[src/rtl/seg_scan_capture_if.sv]
// Multiplexed 7-segment scan bus: one-hot digit select plus shared segment byte.
interface seg_scan_capture_if;
  logic [5:0] seg_sel;
  logic [7:0] seg_data;

  modport master (output seg_sel, output seg_data);
  modport slave  (input  seg_sel, input  seg_data);
endinterface

[src/rtl/seg_scan_capture.sv]
// Rebuilds six multiplexed 7-segment digits from the scan bus and decodes each
// captured glyph back to hex value, decimal point, legality and freshness.
module seg_scan_capture #(
  parameter int unsigned STABLE_CYCLES  = 16,
  parameter int unsigned TIMEOUT_CYCLES = 1_000_000,
  parameter bit          SEL_ACTIVE_LOW = 1'b0,
  parameter bit          SEG_ACTIVE_LOW = 1'b0
) (
  input  logic              i_clk,
  input  logic              i_rst,
  seg_scan_capture_if.slave i_bus,
  output logic [47:0]       o_seg_raw,
  output logic [23:0]       o_bin_data,
  output logic [5:0]        o_dot,
  output logic [5:0]        o_known,
  output logic [5:0]        o_fresh,
  output logic              o_capture_stb,
  output logic              o_frame_done
);
  localparam int unsigned   SW           = $clog2(STABLE_CYCLES + 1);
  localparam int unsigned   TW           = $clog2(TIMEOUT_CYCLES + 1);
  localparam logic [SW-1:0] STABLE_MAX   = SW'(STABLE_CYCLES);
  localparam logic [TW-1:0] TIMEOUT_LOAD = TW'(TIMEOUT_CYCLES);
  localparam logic [5:0]    SEL_FLIP     = {6{SEL_ACTIVE_LOW}};
  localparam logic [7:0]    SEG_FLIP     = {8{SEG_ACTIVE_LOW}};

  function automatic logic f_is_onehot(input logic [5:0] sel);
    return (sel != 6'd0) && ((sel & (sel - 6'd1)) == 6'd0);
  endfunction

  // Returns {known, hex}; any pattern outside the glyph set decodes to zero.
  function automatic logic [4:0] f_decode(input logic [6:0] seg);
    logic [4:0] res;
    case (seg)
      7'h3F:   res = 5'h10;
      7'h06:   res = 5'h11;
      7'h5B:   res = 5'h12;
      7'h4F:   res = 5'h13;
      7'h66:   res = 5'h14;
      7'h6D:   res = 5'h15;
      7'h7D:   res = 5'h16;
      7'h07:   res = 5'h17;
      7'h7F:   res = 5'h18;
      7'h6F:   res = 5'h19;
      7'h77:   res = 5'h1A;
      7'h7C:   res = 5'h1B;
      7'h39:   res = 5'h1C;
      7'h5E:   res = 5'h1D;
      7'h79:   res = 5'h1E;
      7'h71:   res = 5'h1F;
      default: res = 5'h00;
    endcase
    return res;
  endfunction

  logic [5:0]    r_sel_q1, r_sel_q2, r_prev_sel, r_mask;
  logic [7:0]    r_data_q1, r_data_q2, r_prev_data;
  logic [SW-1:0] r_stab;
  logic [TW-1:0] r_tmo [6];
  logic [47:0]   r_seg_raw;
  logic [23:0]   r_bin_data;
  logic [5:0]    r_dot, r_known, r_fresh;
  logic          r_capture_stb, r_frame_done;

  logic [5:0]    w_sel, w_cap_vec, w_mask_nxt;
  logic [7:0]    w_data;
  logic          w_valid, w_same, w_cap;
  logic [SW-1:0] w_stab_nxt;
  logic [4:0]    w_dec;

  // Normalise the sample, run the stability counter and pick the capture.
  always_comb begin
    w_sel   = r_sel_q2 ^ SEL_FLIP;
    w_data  = r_data_q2 ^ SEG_FLIP;
    w_valid = f_is_onehot(w_sel);
    w_same  = (w_sel == r_prev_sel) && (w_data == r_prev_data);
    if (!w_valid) begin
      w_stab_nxt = '0;
    end else if (!w_same) begin
      w_stab_nxt = SW'(1);
    end else if (r_stab != STABLE_MAX) begin
      w_stab_nxt = r_stab + SW'(1);
    end else begin
      w_stab_nxt = r_stab;
    end
    // A saturated counter on an unchanged sample means this window already fired.
    w_cap      = w_valid && (w_stab_nxt == STABLE_MAX) && !(w_same && (r_stab == STABLE_MAX));
    w_cap_vec  = w_cap ? w_sel : 6'd0;
    w_dec      = f_decode(w_data[6:0]);
    w_mask_nxt = r_mask | w_cap_vec;
  end

  // Input pipeline, capture registers, freshness timers and frame tracking.
  always_ff @(posedge i_clk) begin
    if (!i_rst) begin
      r_sel_q1      <= 6'd0;
      r_sel_q2      <= 6'd0;
      r_data_q1     <= 8'd0;
      r_data_q2     <= 8'd0;
      r_prev_sel    <= 6'd0;
      r_prev_data   <= 8'd0;
      r_stab        <= '0;
      r_mask        <= 6'd0;
      r_seg_raw     <= 48'd0;
      r_bin_data    <= 24'd0;
      r_dot         <= 6'd0;
      r_known       <= 6'd0;
      r_fresh       <= 6'd0;
      r_capture_stb <= 1'b0;
      r_frame_done  <= 1'b0;
      for (int n = 0; n < 6; n++) begin
        r_tmo[n] <= '0;
      end
    end else begin
      r_sel_q1      <= i_bus.seg_sel;
      r_sel_q2      <= r_sel_q1;
      r_data_q1     <= i_bus.seg_data;
      r_data_q2     <= r_data_q1;
      r_prev_sel    <= w_sel;
      r_prev_data   <= w_data;
      r_stab        <= w_stab_nxt;
      r_capture_stb <= w_cap;
      if (w_mask_nxt == 6'h3F) begin
        r_mask       <= 6'd0;
        r_frame_done <= 1'b1;
      end else begin
        r_mask       <= w_mask_nxt;
        r_frame_done <= 1'b0;
      end
      for (int n = 0; n < 6; n++) begin
        if (w_cap_vec[n]) begin
          r_seg_raw[8*n +: 8]  <= w_data;
          r_bin_data[4*n +: 4] <= w_dec[3:0];
          r_known[n]           <= w_dec[4];
          r_dot[n]             <= w_data[7];
          r_fresh[n]           <= 1'b1;
          r_tmo[n]             <= TIMEOUT_LOAD;
        end else if (r_tmo[n] != '0) begin
          r_tmo[n] <= r_tmo[n] - TW'(1);
          if (r_tmo[n] == TW'(1)) begin
            r_fresh[n] <= 1'b0;
          end
        end
      end
    end
  end

  assign o_seg_raw     = r_seg_raw;
  assign o_bin_data    = r_bin_data;
  assign o_dot         = r_dot;
  assign o_known       = r_known;
  assign o_fresh       = r_fresh;
  assign o_capture_stb = r_capture_stb;
  assign o_frame_done  = r_frame_done;
endmodule

[src/flat_wrapper.sv]
// flat-port wrapper written by rule: the top's interface ports become plain ports
module seg_scan_capture_flat 
#(
  parameter int unsigned STABLE_CYCLES  = 16,
  parameter int unsigned TIMEOUT_CYCLES = 1_000_000,
  parameter bit          SEL_ACTIVE_LOW = 1'b0,
  parameter bit          SEG_ACTIVE_LOW = 1'b0
)
  (i_clk, i_rst, o_seg_raw, o_bin_data, o_dot, o_known, o_fresh, o_capture_stb, o_frame_done, i_bus_seg_sel, i_bus_seg_data);
  seg_scan_capture_if i_bus_i ();
  input  logic i_clk;
  input  logic i_rst;
  output logic [47:0] o_seg_raw;
  output logic [23:0] o_bin_data;
  output logic [5:0] o_dot;
  output logic [5:0] o_known;
  output logic [5:0] o_fresh;
  output logic o_capture_stb;
  output logic o_frame_done;
  input wire logic [$bits(i_bus_i.seg_sel)-1:0] i_bus_seg_sel;
  input wire logic [$bits(i_bus_i.seg_data)-1:0] i_bus_seg_data;
  assign i_bus_i.seg_sel = i_bus_seg_sel;
  assign i_bus_i.seg_data = i_bus_seg_data;
  seg_scan_capture #(.STABLE_CYCLES(STABLE_CYCLES), .TIMEOUT_CYCLES(TIMEOUT_CYCLES), .SEL_ACTIVE_LOW(SEL_ACTIVE_LOW), .SEG_ACTIVE_LOW(SEG_ACTIVE_LOW)) u_core (.i_clk(i_clk), .i_rst(i_rst), .i_bus(i_bus_i), .o_seg_raw(o_seg_raw), .o_bin_data(o_bin_data), .o_dot(o_dot), .o_known(o_known), .o_fresh(o_fresh), .o_capture_stb(o_capture_stb), .o_frame_done(o_frame_done));
endmodule
[config.mk]
export PLATFORM = sky130hd
export DESIGN_NAME = seg_scan_capture_flat
export DESIGN_NICKNAME = d
export VERILOG_FILES = /design/src/rtl/seg_scan_capture_if.sv /design/src/rtl/seg_scan_capture.sv /design/src/flat_wrapper.sv
export SDC_FILE = /design/constraint.sdc
export NUM_CORES = 1
export LEC_CHECK = 0
export BUFFER_PORTS_ARGS = -buffer_cell sky130_fd_sc_hd__buf_2
export CAP_MARGIN = 25
export CORE_MARGIN = 3
export CORE_UTILIZATION = 50
export DETAILED_ROUTE_END_ITERATION = 6
export PLACE_DENSITY_LB_ADDON = 0.3
export SYNTH_ARGS = -nofsm -noshare
export SYNTH_HDL_FRONTEND = slang
export SYNTH_SLANG_ARGS = --single-unit
[constraint.sdc]
create_clock -name i_clk -period 4.7 [get_ports i_clk]
set_input_delay 0.47 -clock i_clk [delete_from_list [all_inputs] [get_ports i_clk]]
set_output_delay 0.47 -clock i_clk [all_outputs]
set_load 0.05 [all_outputs]
==> impl_metrics.tcl <==
set metrics [dict create \
    min_path_type "in -> reg" \
    drtPass1Iterations 7 \
    critPathRequiredTime_ns 5.12 \
    syn_nets 1201 \
    drc_errors 0 \
    syn_to_final_growth_pct 13.5 \
    r2r_setup_slack_ns 1.18 \
    netlist_area_um2 11700 \
    cts_tree "done" \
    dieArea_um2 25200 \
    fin_ws_ns 1.18 \
    wl_per_cell_um 16.2 \
    fin_nets 1280 \
    postCtsHoldBufs 0 \
    grt_max_degree 52 \
    netlist_instances 1170 \
    setup_viol 0 \
    async_reset_ff_share_pct 0 \
    crit_path_end_kind "flop" \
    synth_enable_flop_cells 120 \
    synth_commonest_cells "nor2_1, dfxtp_1, edfxtp_1" \
    num-fill-cells 1935 \
    slew_headroom_pct 36.4 \
    dp_hpwl_um 17300 \
    ant_nets 0 \
    pre_cts_ws_ns 1.24 \
    critPathLaunchType "flop" \
    grt_usage_pct 20.2 \
    tightest_slew_ns 0.952 \
    yosysWarningCount 0 \
    initial_utilization_pct 51.2 \
    arrival_ns 3.94 \
    gr-total-overflow 0 \
    synth.most_common_cell "nor2_1" \
    vias 8446 \
    rows 55 \
    io_buffers 107 \
    cp_max_fo 19 \
    viasPerCell 5.34 \
    path_cells "xor2_1 -> nor4_1 -> nand4_1 -> or4_1 -> o2bb2ai_1 -> or4_4 -> and3_1" \
    drive_above_1_share_pct 14.1 \
    dieWidth_um 159 \
    fin_hold_ws_ns 0.148 \
    worst_clock_skew_ns 0.00729 \
    period_share_pct 74.9 \
    slew_viol_final 0 \
    grt_setup_unrepaired "no" \
    crit_start "u_core.r_data_q2[5]" \
    critPathTopFamily "simple AND/OR/NAND/NOR gates" \
    yosysTopAreaCell "edfxtp_1" \
    min_from "i_bus_seg_sel[1]" \
    ys.flop_type "dfxtp_1" \
    cts.path.max_buffers 3 \
    diodes 0 \
    p_total_mw 7.28 \
    ios 108 \
    path_depth 7 \
    critPathMaxStageDelay_ns 0.89 \
    cts_resized 0 \
    die_h_um 159 \
    avgSynthCellArea_um2 9.96 \
    status "complete, no violations" \
    slowest_stage "or4_1" \
    grt_first_pass_wirelength_um 41500 \
    postCtsSetupBuffers 0 \
    finalWorstPathRequiredPeriod_ns 3.52 \
    ys_types 57 \
    grt_pass1_vias 8114 \
    synth_top_area_share_pct 30.9 \
    netlist_top_cells_area "edfxtp_1, dfxtp_1, nor2_1, xnor2_1, a21oi_1" \
    root_buffer "clkbuf_16" \
    fmax_ghz 0.284 \
    irDropWorstVdd_mv 0.303 \
    p_leak_nw 5.52 \
    gp_congestion 0.845 \
    antenna_found_initial 0 \
    r2r-start "u_core.r_data_q2[5]" \
    cp_num_buf_inv 0 \
    final_util_pct 58.1 \
    cts_sinks 259 \
    htree_levels 1 \
    wl_um 25600 \
    whs_path_depth 2 \
    seq_area_frac_synth_pct 54.8 \
    cap_violations 0 \
    hold_viol 0 \
    clk_pin_slew_ns 0.06 \
    clk_latency_ns 0.52 \
    synth.ff_latch_count 259 \
    critPathKind "reg -> reg" \
    core_area_um2 22800 \
    r2r_cells 7 \
    powerDensity_nw_per_um2 551 \
    drt_iter0_drc 470 \
    finalSetupTns_ns 0 \
    numCtsBuffers 27 \
]
[report_power, final]
group	internal [mW]	switching [mW]
Combinational	0.824	1.12
Sequential	2.92	0.394
Clock	1.19	0.834
Total	4.94	2.34
[flip-flops by register name (all words and copies together), names as in the netlist, 8 cells and up]
name and flops:
u_core.o_seg_raw 48, u_core.r_data_q2 8, u_core.r_data_q1 8, u_core.o_bin_data 24
u_core.r_prev_data 8, u_core.r_tmo 120
[cell type report]
class                   instances  area (um^2)  share of cell area (%)
repair buffers                117          611                    4.62
multi-input cells             822         4900                    37.1
clock buffers                  41          820                    6.20
clock inverters                 7         33.8                   0.255
inverters                      22         82.6                   0.624
well taps                     313          392                    2.96
flip-flops and latches        259         6390                    48.3
[cells in the final DEF (no fill, tap or decap), drive strengths merged, types with 3 or more instances in the layout]
cell type | synthesis | routed
a211oi | 3 | 3
a21oi | 80 | 80
and2 | 43 | 43
and3 | 4 | 4
buf | 18 | 117
clkbuf | 49 | 41
clkinv | 0 | 7
dfxtp | 139 | 139
edfxtp | 120 | 120
ha | 15 | 15
inv | 22 | 22
mux2i | 29 | 29
nand2 | 90 | 90
nand2b | 14 | 14
nand3 | 45 | 45
nand4 | 11 | 11
nor2 | 175 | 175
nor2b | 18 | 18
nor3 | 38 | 38
nor4 | 33 | 33
nor4b | 3 | 3
o21ai | 43 | 43
o31ai | 7 | 7
o41ai | 8 | 8
or2 | 4 | 4
or4 | 16 | 16
xnor2 | 68 | 68
xor2 | 42 | 42
[logic make-up after synthesis]
family	count (synthesis)	share of synthesized area, %
fa+ha+maj	16	1.71
compound gates	159	8.03
flops	259	54.8
simple gates	508	21.5
buf+inv	89	3.21
xor+xnor	110	8.27
mux	29	2.49
[layer usage]
| layer | global-route usage [%] | vias up | part of all wire [%] |
|---|---|---|---|
| li1 | - | 4242 | - |
| met1 | 27.9 | 3962 | 46 |
| met2 | 33.4 | 195 | 47 |
| met3 | 2.75 | 47 | 4.3 |
| met4 | 6.15 | 0 | 3.0 |
| met5 | 0 | - | 0 |
[path summary, 6_finish.rpt]
check                  endpoint
max            u_core.r_mask[1]
min          u_core.r_sel_q1[1]
max reg2reg    u_core.r_mask[1]
min reg2reg  u_core.r_sel_q2[5]
[metrics by stage]
stage               std cells  area [um^2]
floorplan                1170        11700
global placement         1533        12400
detailed placement       1533        12400
CTS                      1581        13200
global route             1581        13200
finish                   1581        13200
Note: power is estimated with default switching activity, not from simulation.
